$ cat config.mk
export PLATFORM = sky130hd
export DESIGN_NAME = div_unit_flat
export DESIGN_NICKNAME = d
export VERILOG_FILES = /design/src/rtl/div_unit_if.sv /design/src/rtl/div_unit.sv /design/src/flat_wrapper.sv
export SDC_FILE = /design/constraint.sdc
export NUM_CORES = 1
export LEC_CHECK = 0
export CAP_MARGIN = 20
export CORE_ASPECT_RATIO = 0.6
export CORE_MARGIN = 8
export CORE_UTILIZATION = 59
export CTS_CLUSTER_SIZE = 16
export DETAILED_ROUTE_END_ITERATION = 10
export DONT_BUFFER_PORTS = 1
export PLACE_DENSITY = 0.75
export REMOVE_ABC_BUFFERS = 1
export SLEW_MARGIN = 20
export SYNTH_ARGS = -nofsm -noshare
export SYNTH_HDL_FRONTEND = slang
export SYNTH_SLANG_ARGS = --single-unit
$ cat constraint.sdc
create_clock -name clk -period 5.05 [get_ports clk]
set_input_delay 1.515 -clock clk [delete_from_list [all_inputs] [get_ports clk]]
set_output_delay 1.515 -clock clk [all_outputs]
set_load 0.02 [all_outputs]
$ cat src/rtl/div_unit_if.sv
// ES-stage <-> divider bundle: operands and control from the pipeline,
// stall request and results back.
interface div_unit_if #(
  parameter int WIDTH = 32
);
  logic             es_valid;
  logic             es_div_op;
  logic             es_div_signed;
  logic [WIDTH-1:0] es_src1;
  logic [WIDTH-1:0] es_src2;
  logic             es_go;
  logic             ex_flush;
  logic             div_block;
  logic             div_done;
  logic [WIDTH-1:0] div_lo;
  logic [WIDTH-1:0] div_hi;

  modport master (
    output es_valid, es_div_op, es_div_signed, es_src1, es_src2, es_go, ex_flush,
    input  div_block, div_done, div_lo, div_hi
  );

  modport slave (
    input  es_valid, es_div_op, es_div_signed, es_src1, es_src2, es_go, ex_flush,
    output div_block, div_done, div_lo, div_hi
  );
endinterface

$ cat src/rtl/div_unit.sv
// Iterative radix-2 restoring divider for DIV/DIVU: LO = quotient, HI = remainder.
// Optional macro DIV_ZERO_FAST_EN: a zero divisor skips the iteration and finishes in one cycle.
module div_unit #(
  parameter int WIDTH = 32
) (
  input logic       clk,
  input logic       resetn,
  div_unit_if.slave bus
);
  localparam logic [1:0] S_IDLE = 2'd0;
  localparam logic [1:0] S_RUN  = 2'd1;
  localparam logic [1:0] S_DONE = 2'd2;

  logic [1:0]         state;
  logic [5:0]         cnt;
  logic [2*WIDTH-1:0] sr;
  logic [WIDTH-1:0]   divisor;
  logic [WIDTH-1:0]   dividend_raw;
  logic               q_neg;
  logic               r_neg;
  logic               div_zero;
  logic [WIDTH-1:0]   lo_q;
  logic [WIDTH-1:0]   hi_q;

  logic               start;
  logic               src1_neg;
  logic               src2_neg;
  logic [WIDTH-1:0]   src1_abs;
  logic [WIDTH-1:0]   src2_abs;
  logic [WIDTH:0]     trial;
  logic [WIDTH-1:0]   next_hi;
  logic [WIDTH-1:0]   next_lo;
  logic [WIDTH-1:0]   final_lo;
  logic [WIDTH-1:0]   final_hi;

  assign start    = bus.es_valid & bus.es_div_op & ~bus.ex_flush;
  assign src1_neg = bus.es_div_signed & bus.es_src1[WIDTH-1];
  assign src2_neg = bus.es_div_signed & bus.es_src2[WIDTH-1];
  assign src1_abs = src1_neg ? -bus.es_src1 : bus.es_src1;
  assign src2_abs = src2_neg ? -bus.es_src2 : bus.es_src2;

  // The top bit of sr is the carry that the left shift would push out, so the
  // trial subtraction sees the full WIDTH+1-bit partial remainder.
  assign trial = sr[2*WIDTH-1:WIDTH-1] - {1'b0, divisor};

  always_comb begin
    next_hi = sr[2*WIDTH-2:WIDTH-1];
    next_lo = {sr[WIDTH-2:0], 1'b0};
    if (!trial[WIDTH]) begin
      next_hi = trial[WIDTH-1:0];
      next_lo = {sr[WIDTH-2:0], 1'b1};
    end
  end

  assign final_lo = div_zero ? {WIDTH{1'b1}} : (q_neg ? -next_lo : next_lo);
  assign final_hi = div_zero ? dividend_raw  : (r_neg ? -next_hi : next_hi);

  always_ff @(posedge clk) begin
    if (!resetn) begin
      state        <= S_IDLE;
      cnt          <= 6'd0;
      sr           <= '0;
      divisor      <= '0;
      dividend_raw <= '0;
      q_neg        <= 1'b0;
      r_neg        <= 1'b0;
      div_zero     <= 1'b0;
      lo_q         <= '0;
      hi_q         <= '0;
    end else if (bus.ex_flush) begin
      state <= S_IDLE;
      cnt   <= 6'd0;
      lo_q  <= '0;
      hi_q  <= '0;
    end else begin
      case (state)
        S_IDLE: begin
          if (start) begin
            sr           <= {{WIDTH{1'b0}}, src1_abs};
            divisor      <= src2_abs;
            dividend_raw <= bus.es_src1;
            q_neg        <= src1_neg ^ src2_neg;
            r_neg        <= src1_neg;
            div_zero     <= (bus.es_src2 == '0);
            cnt          <= 6'd0;
`ifdef DIV_ZERO_FAST_EN
            if (bus.es_src2 == '0) begin
              state <= S_DONE;
              lo_q  <= {WIDTH{1'b1}};
              hi_q  <= bus.es_src1;
            end else begin
              state <= S_RUN;
            end
`else
            state <= S_RUN;
`endif
          end
        end
        S_RUN: begin
          sr  <= {next_hi, next_lo};
          cnt <= cnt + 6'd1;
          if (cnt == 6'd31) begin
            state <= S_DONE;
            lo_q  <= final_lo;
            hi_q  <= final_hi;
          end
        end
        S_DONE: begin
          if (bus.es_go) state <= S_IDLE;
        end
        default: state <= S_IDLE;
      endcase
    end
  end

  assign bus.div_block = resetn & bus.es_valid & bus.es_div_op & (state != S_DONE) & ~bus.ex_flush;
  assign bus.div_done  = (state == S_DONE);
  assign bus.div_lo    = lo_q;
  assign bus.div_hi    = hi_q;
endmodule

$ cat src/flat_wrapper.sv
// flat-port wrapper written by rule: the top's interface ports become plain ports
module div_unit_flat 
#(
  parameter int WIDTH = 32
)
  (clk, resetn, bus_es_valid, bus_es_div_op, bus_es_div_signed, bus_es_src1, bus_es_src2, bus_es_go, bus_ex_flush, bus_div_block, bus_div_done, bus_div_lo, bus_div_hi);
  div_unit_if #(.WIDTH(WIDTH)) bus_i ();
  input logic clk;
  input logic resetn;
  input wire logic [$bits(bus_i.es_valid)-1:0] bus_es_valid;
  input wire logic [$bits(bus_i.es_div_op)-1:0] bus_es_div_op;
  input wire logic [$bits(bus_i.es_div_signed)-1:0] bus_es_div_signed;
  input wire logic [$bits(bus_i.es_src1)-1:0] bus_es_src1;
  input wire logic [$bits(bus_i.es_src2)-1:0] bus_es_src2;
  input wire logic [$bits(bus_i.es_go)-1:0] bus_es_go;
  input wire logic [$bits(bus_i.ex_flush)-1:0] bus_ex_flush;
  output wire logic [$bits(bus_i.div_block)-1:0] bus_div_block;
  output wire logic [$bits(bus_i.div_done)-1:0] bus_div_done;
  output wire logic [$bits(bus_i.div_lo)-1:0] bus_div_lo;
  output wire logic [$bits(bus_i.div_hi)-1:0] bus_div_hi;
  assign bus_i.es_valid = bus_es_valid;
  assign bus_i.es_div_op = bus_es_div_op;
  assign bus_i.es_div_signed = bus_es_div_signed;
  assign bus_i.es_src1 = bus_es_src1;
  assign bus_i.es_src2 = bus_es_src2;
  assign bus_i.es_go = bus_es_go;
  assign bus_i.ex_flush = bus_ex_flush;
  assign bus_div_block = bus_i.div_block;
  assign bus_div_done = bus_i.div_done;
  assign bus_div_lo = bus_i.div_lo;
  assign bus_div_hi = bus_i.div_hi;
  div_unit #(.WIDTH(WIDTH)) u_core (.clk(clk), .resetn(resetn), .bus(bus_i));
endmodule
==> metrics.csv <==
stage,metric,value,unit
synthesis,netlist_area_before_placement,13300,sq um
layout,finalNetCount,1810,
global_route,grt_util_all_layers,28.3,%
floorplan,core.rowCount,42,
global_route,first_global_vias,12000,
global_route,maximum_number_of_pins_on_one_net_before_global_route_repair,134,
route,vias_per_cell,6.51,
sta,max_transition_viols_final,0,
floorplan,dieWidth,210,microns
floorplan,ios,137,
worst_setup_path,master_of_the_slowest_instance_on_the_critical_path,or4_4,
synthesis,synthesis.area_per_instance,7.58,sq um
worst_setup_path,crit_path_max_fanout,8,
sta,setup_violations,0,
worst_setup_path,setup.worst_path.start_class,register,
sta,timing_worst_slew_pin_value,0.927,ns
sta,finalCritPeriodShare,94.8,%
floorplan,fp.dieH,132,microns
layout,final_cell_mix,"237 x nand2_1, 203 x dfxtp_1, 156 x a21oi_1, 125 x o21ai_0, 106 x nor2_1",
placed_design,port_buffers,0,
worst_setup_path,largest_stage_delay_worst_path,0.58,ns
job,max_cap_viol_count,0,
layout,antenna_cells_inserted,0,
synthesis,synthXorXnorAreaFrac,7.64,%
synthesis,async_reset_ff_share,0,%
worst_setup_path,worst-endpoint-arrival,5.22,ns
worst_setup_path,rr_endpoint,u_core.bus.div_hi[30],
sta,rsz0062_at_grt,no,
synthesis,synth-simple-area-share,23.1,%
layout,area.sequential,4060,sq um
route,detailroute.wirelength.met3,4.67,mm
synthesis,post_synth_num_cell_types,75,
clock_network,clkTransAtPathRegs,0.07,ns
sta,worst_hold_slack,0.462,ns
route,via_count,13000,
sta,worst_clock_skew,0.0130,ns
sta,maxClockFrequency,209,MHz
route,detail_route.wirelength,40.7,mm
global_route,grt_pass1_wl,65.3,mm
worst_setup_path,timing_worst_setup_path_type,register to register,
worst_setup_path,rr_startpoint,u_core.sr[48],
power,power_density,286,nW/um^2
global_route,global_route.overflow_total,0,
synthesis,ys_ff_latch,203,
synthesis,yosys-mux-area-fraction,1.37,%
route,met1Wirelength,18.9,mm
synthesis,synth-compound-area-share,29.1,%
clock_network,root_buffer,clkbuf_16,
layout,post_route_cells_drive_above_1_share,6.18,%
floorplan,start_util,60.3,%
sta,final.min_clock_period,4.79,ns
synthesis,ys_warn_count,0,
power,power.static_leakage,5.76,nW
floorplan,die_area,27800,sq um
placed_design,gp_routability_congestion,0.973,
clock_network,tritoncts,done,
floorplan,floorplan.core_area,22100,sq um
route,drt-pass1-iter-count,5,
worst_setup_path,ff2ff_setup_slack,0.26,ns
synthesis,synth-adder-area-share,3.63,%
clock_network,tritoncts.num_buffers,21,
synthesis,synth_enable_flop_cells,0,
route,top_layer,met5,
worst_setup_path,path_cells,ha_2 -> a21oi_1 -> o211ai_1 -> a211oi_2 -> o31ai_4 -> o21a_2 -> nor2_4 -> inv_1 -> nor2_1 -> a21oi_1 -> ha_2 -> and3_1 -> nand2_1 -> o41a_1 -> or4_4 -> o211a_1 -> nor3_1,
layout,mostFrequentLayoutCell,nand2_1,
power,vdd.ir_drop.worst,0.248,mV
clock_network,clk_latency,0.51,ns
clock_network,clock_tree.buffer_depth,3,
sta,timing_hold_violations_final,0,
route,ant_nets,0,
worst_setup_path,cp_launch_point,u_core.sr[48],
sta,slew_headroom,38.1,%
min_path,worstHoldPathType,register to register,
worst_setup_path,required_time_at_the_worst_slack_endpoint,5.48,ns
route,drc,0,
synthesis,synth_top_family_by_area,compound AO/OA/AOI/OAI gates,
layout,final.fill_count,1955,
worst_setup_path,worst-r2r-cell-count,17,
clock_network,htree_levels,1,
synthesis,dominantRegCellSynth,dfxtp_1,
layout,multi_input_area,8720,sq um
route,drt-initial-drc-count,1510,
sta,finalSetupTns,0,ns
synthesis,syn-instance-count,1756,
synthesis,synth_seq_area_share,30.5,%
run_status,outcome,finished clean,
layout,areaGrowthSynthToFinish,7.79,%
clock_network,cts_sinks,203,
clock_network,cts_hold_buffers,0,
route,wl_met2,16.4,mm
placed_design,post-dp-hpwl,29.4,mm
worst_setup_path,crit_path_end_kind,register,
global_route,grt_antenna_before_repair,1,
worst_setup_path,cp-endpoint,u_core.bus.div_hi[30],
route,routedWlPerCell,20.3,microns
==> where the power goes <==
part / internal, mW / switching (mW) / total, mW / leakage [nW]
Clock: 0.942 / 0.670 / 1.61 / 0.344
Combinational: 0.309 / 0.509 / 0.818 / 3.77
Sequential: 1.64 / 0.0318 / 1.67 / 1.64
==> critical path: cells and delay by family, from the launching register on <==
family	cells	cell delay, ns
buf+inv	1	0.17
fa+ha+maj	2	0.71
simple gates	6	1.16
compound gates	8	2.27
flops	1	0.39
==> cell families (layout without fill, tap and decap cells) <==
kind of cell / count (synthesis) / in the layout
and+or+nand+nor: 631 / 631
buffers and inverters: 163 / 121
AOI/OAI and AO/OA: 587 / 587
adders and majority gates: 38 / 38
DFF: 203 / 203
xor gates and xnor gates: 116 / 116
muxes: 18 / 18
==> worst min path at each step <==
stage / startpoint / endpoint / slack, ns / depth (start not counted)
5_1_grt: u_core.dividend_raw[27] / u_core.dividend_raw[27] / 0.48 / 2
3_3_place_gp: u_core.dividend_raw[31] / u_core.dividend_raw[31] / 0.45 / 2
6_report: u_core.dividend_raw[23] / u_core.dividend_raw[23] / 0.46 / 2
3_5_place_dp: u_core.dividend_raw[23] / u_core.dividend_raw[23] / 0.45 / 2
4_1_cts: u_core.dividend_raw[23] / u_core.dividend_raw[23] / 0.46 / 2
2_1_floorplan: u_core.dividend_raw[1] / u_core.dividend_raw[1] / 0.44 / 2
==> per-layer routing <==
metal,vias up,track usage (%)
met5,-,0
met4,2,5.23
met3,48,9.85
met2,556,40.0
met1,6186,40.7
li1,6234,-
==> Yosys cell counts, types with 15 or more instances <==
cell type  count  area [sq um]
nor2_1       111           417
nor2b_1       48           300
xnor2_1       46           403
dfxtp_1      203          4060
nand2_1      237           890
a21oi_1      157           786
nand3_1       35           175
a211oi_1      32           240
and2_1        32           200
o211a_1       43           430
or3_1         28           175
a21boi_0      43           323
inv_1         51           191
o31ai_1       22           165
o41ai_1       15           131
ha_1          37           463
mux2i_1       16           160
o21ai_0      126           631
nor4_1        21           131
a21o_1        17           128
nor3_1        38           190
clkbuf_1      97           364
a31oi_1       24           150
xor2_1        70           613
o211ai_1      27           203
==> metrics by stage <==
step / setup slack (ns) / power [mW] / std cells / cell area [sq um] / util (%)
6_report: 0.260 / 4.10 / 2000 / 14300 / 65.0
3_5_place_dp: 0.119 / 2.47 / 1958 / 13500 / 61.1
5_1_grt: 0.0425 / 4.26 / 2000 / 14300 / 65.0
3_3_place_gp: 0.316 / 2.46 / 1958 / 13500 / 61.1
4_1_cts: 0.0855 / 4.07 / 1994 / 14200 / 64.3
2_1_floorplan: -2.10 / 2.27 / 1644 / 12900 / -
==> layout make-up <==
type                       instances  area share, %
multi-input combinational       1390           60.8
sequential                       203           28.3
clock buffer                      30           4.25
tap                              286           2.50
timing repair buffer              34           2.15
inverter                          51           1.34
clock inverter                     6          0.611
==> flip-flops by register name (all words and copies together) (netlist names) <==
register	cells
u_core.divisor	32
u_core.state	2
u_core.bus.div_lo	32
u_core.bus.div_hi	32
u_core.sr	64
u_core.r_neg	1
u_core.dividend_raw	32
u_core.cnt	6
u_core.q_neg	1
u_core.div_zero	1
==> repair_timing <==
| item | CTS | global route |
|---|---|---|
| gates resized for setup | 0 | 13 |
| buffers inserted | 0 | 4 |
| setup endpoints to repair | 0 | 13 |
No activity file was read; power rests on OpenSTA's default activity.
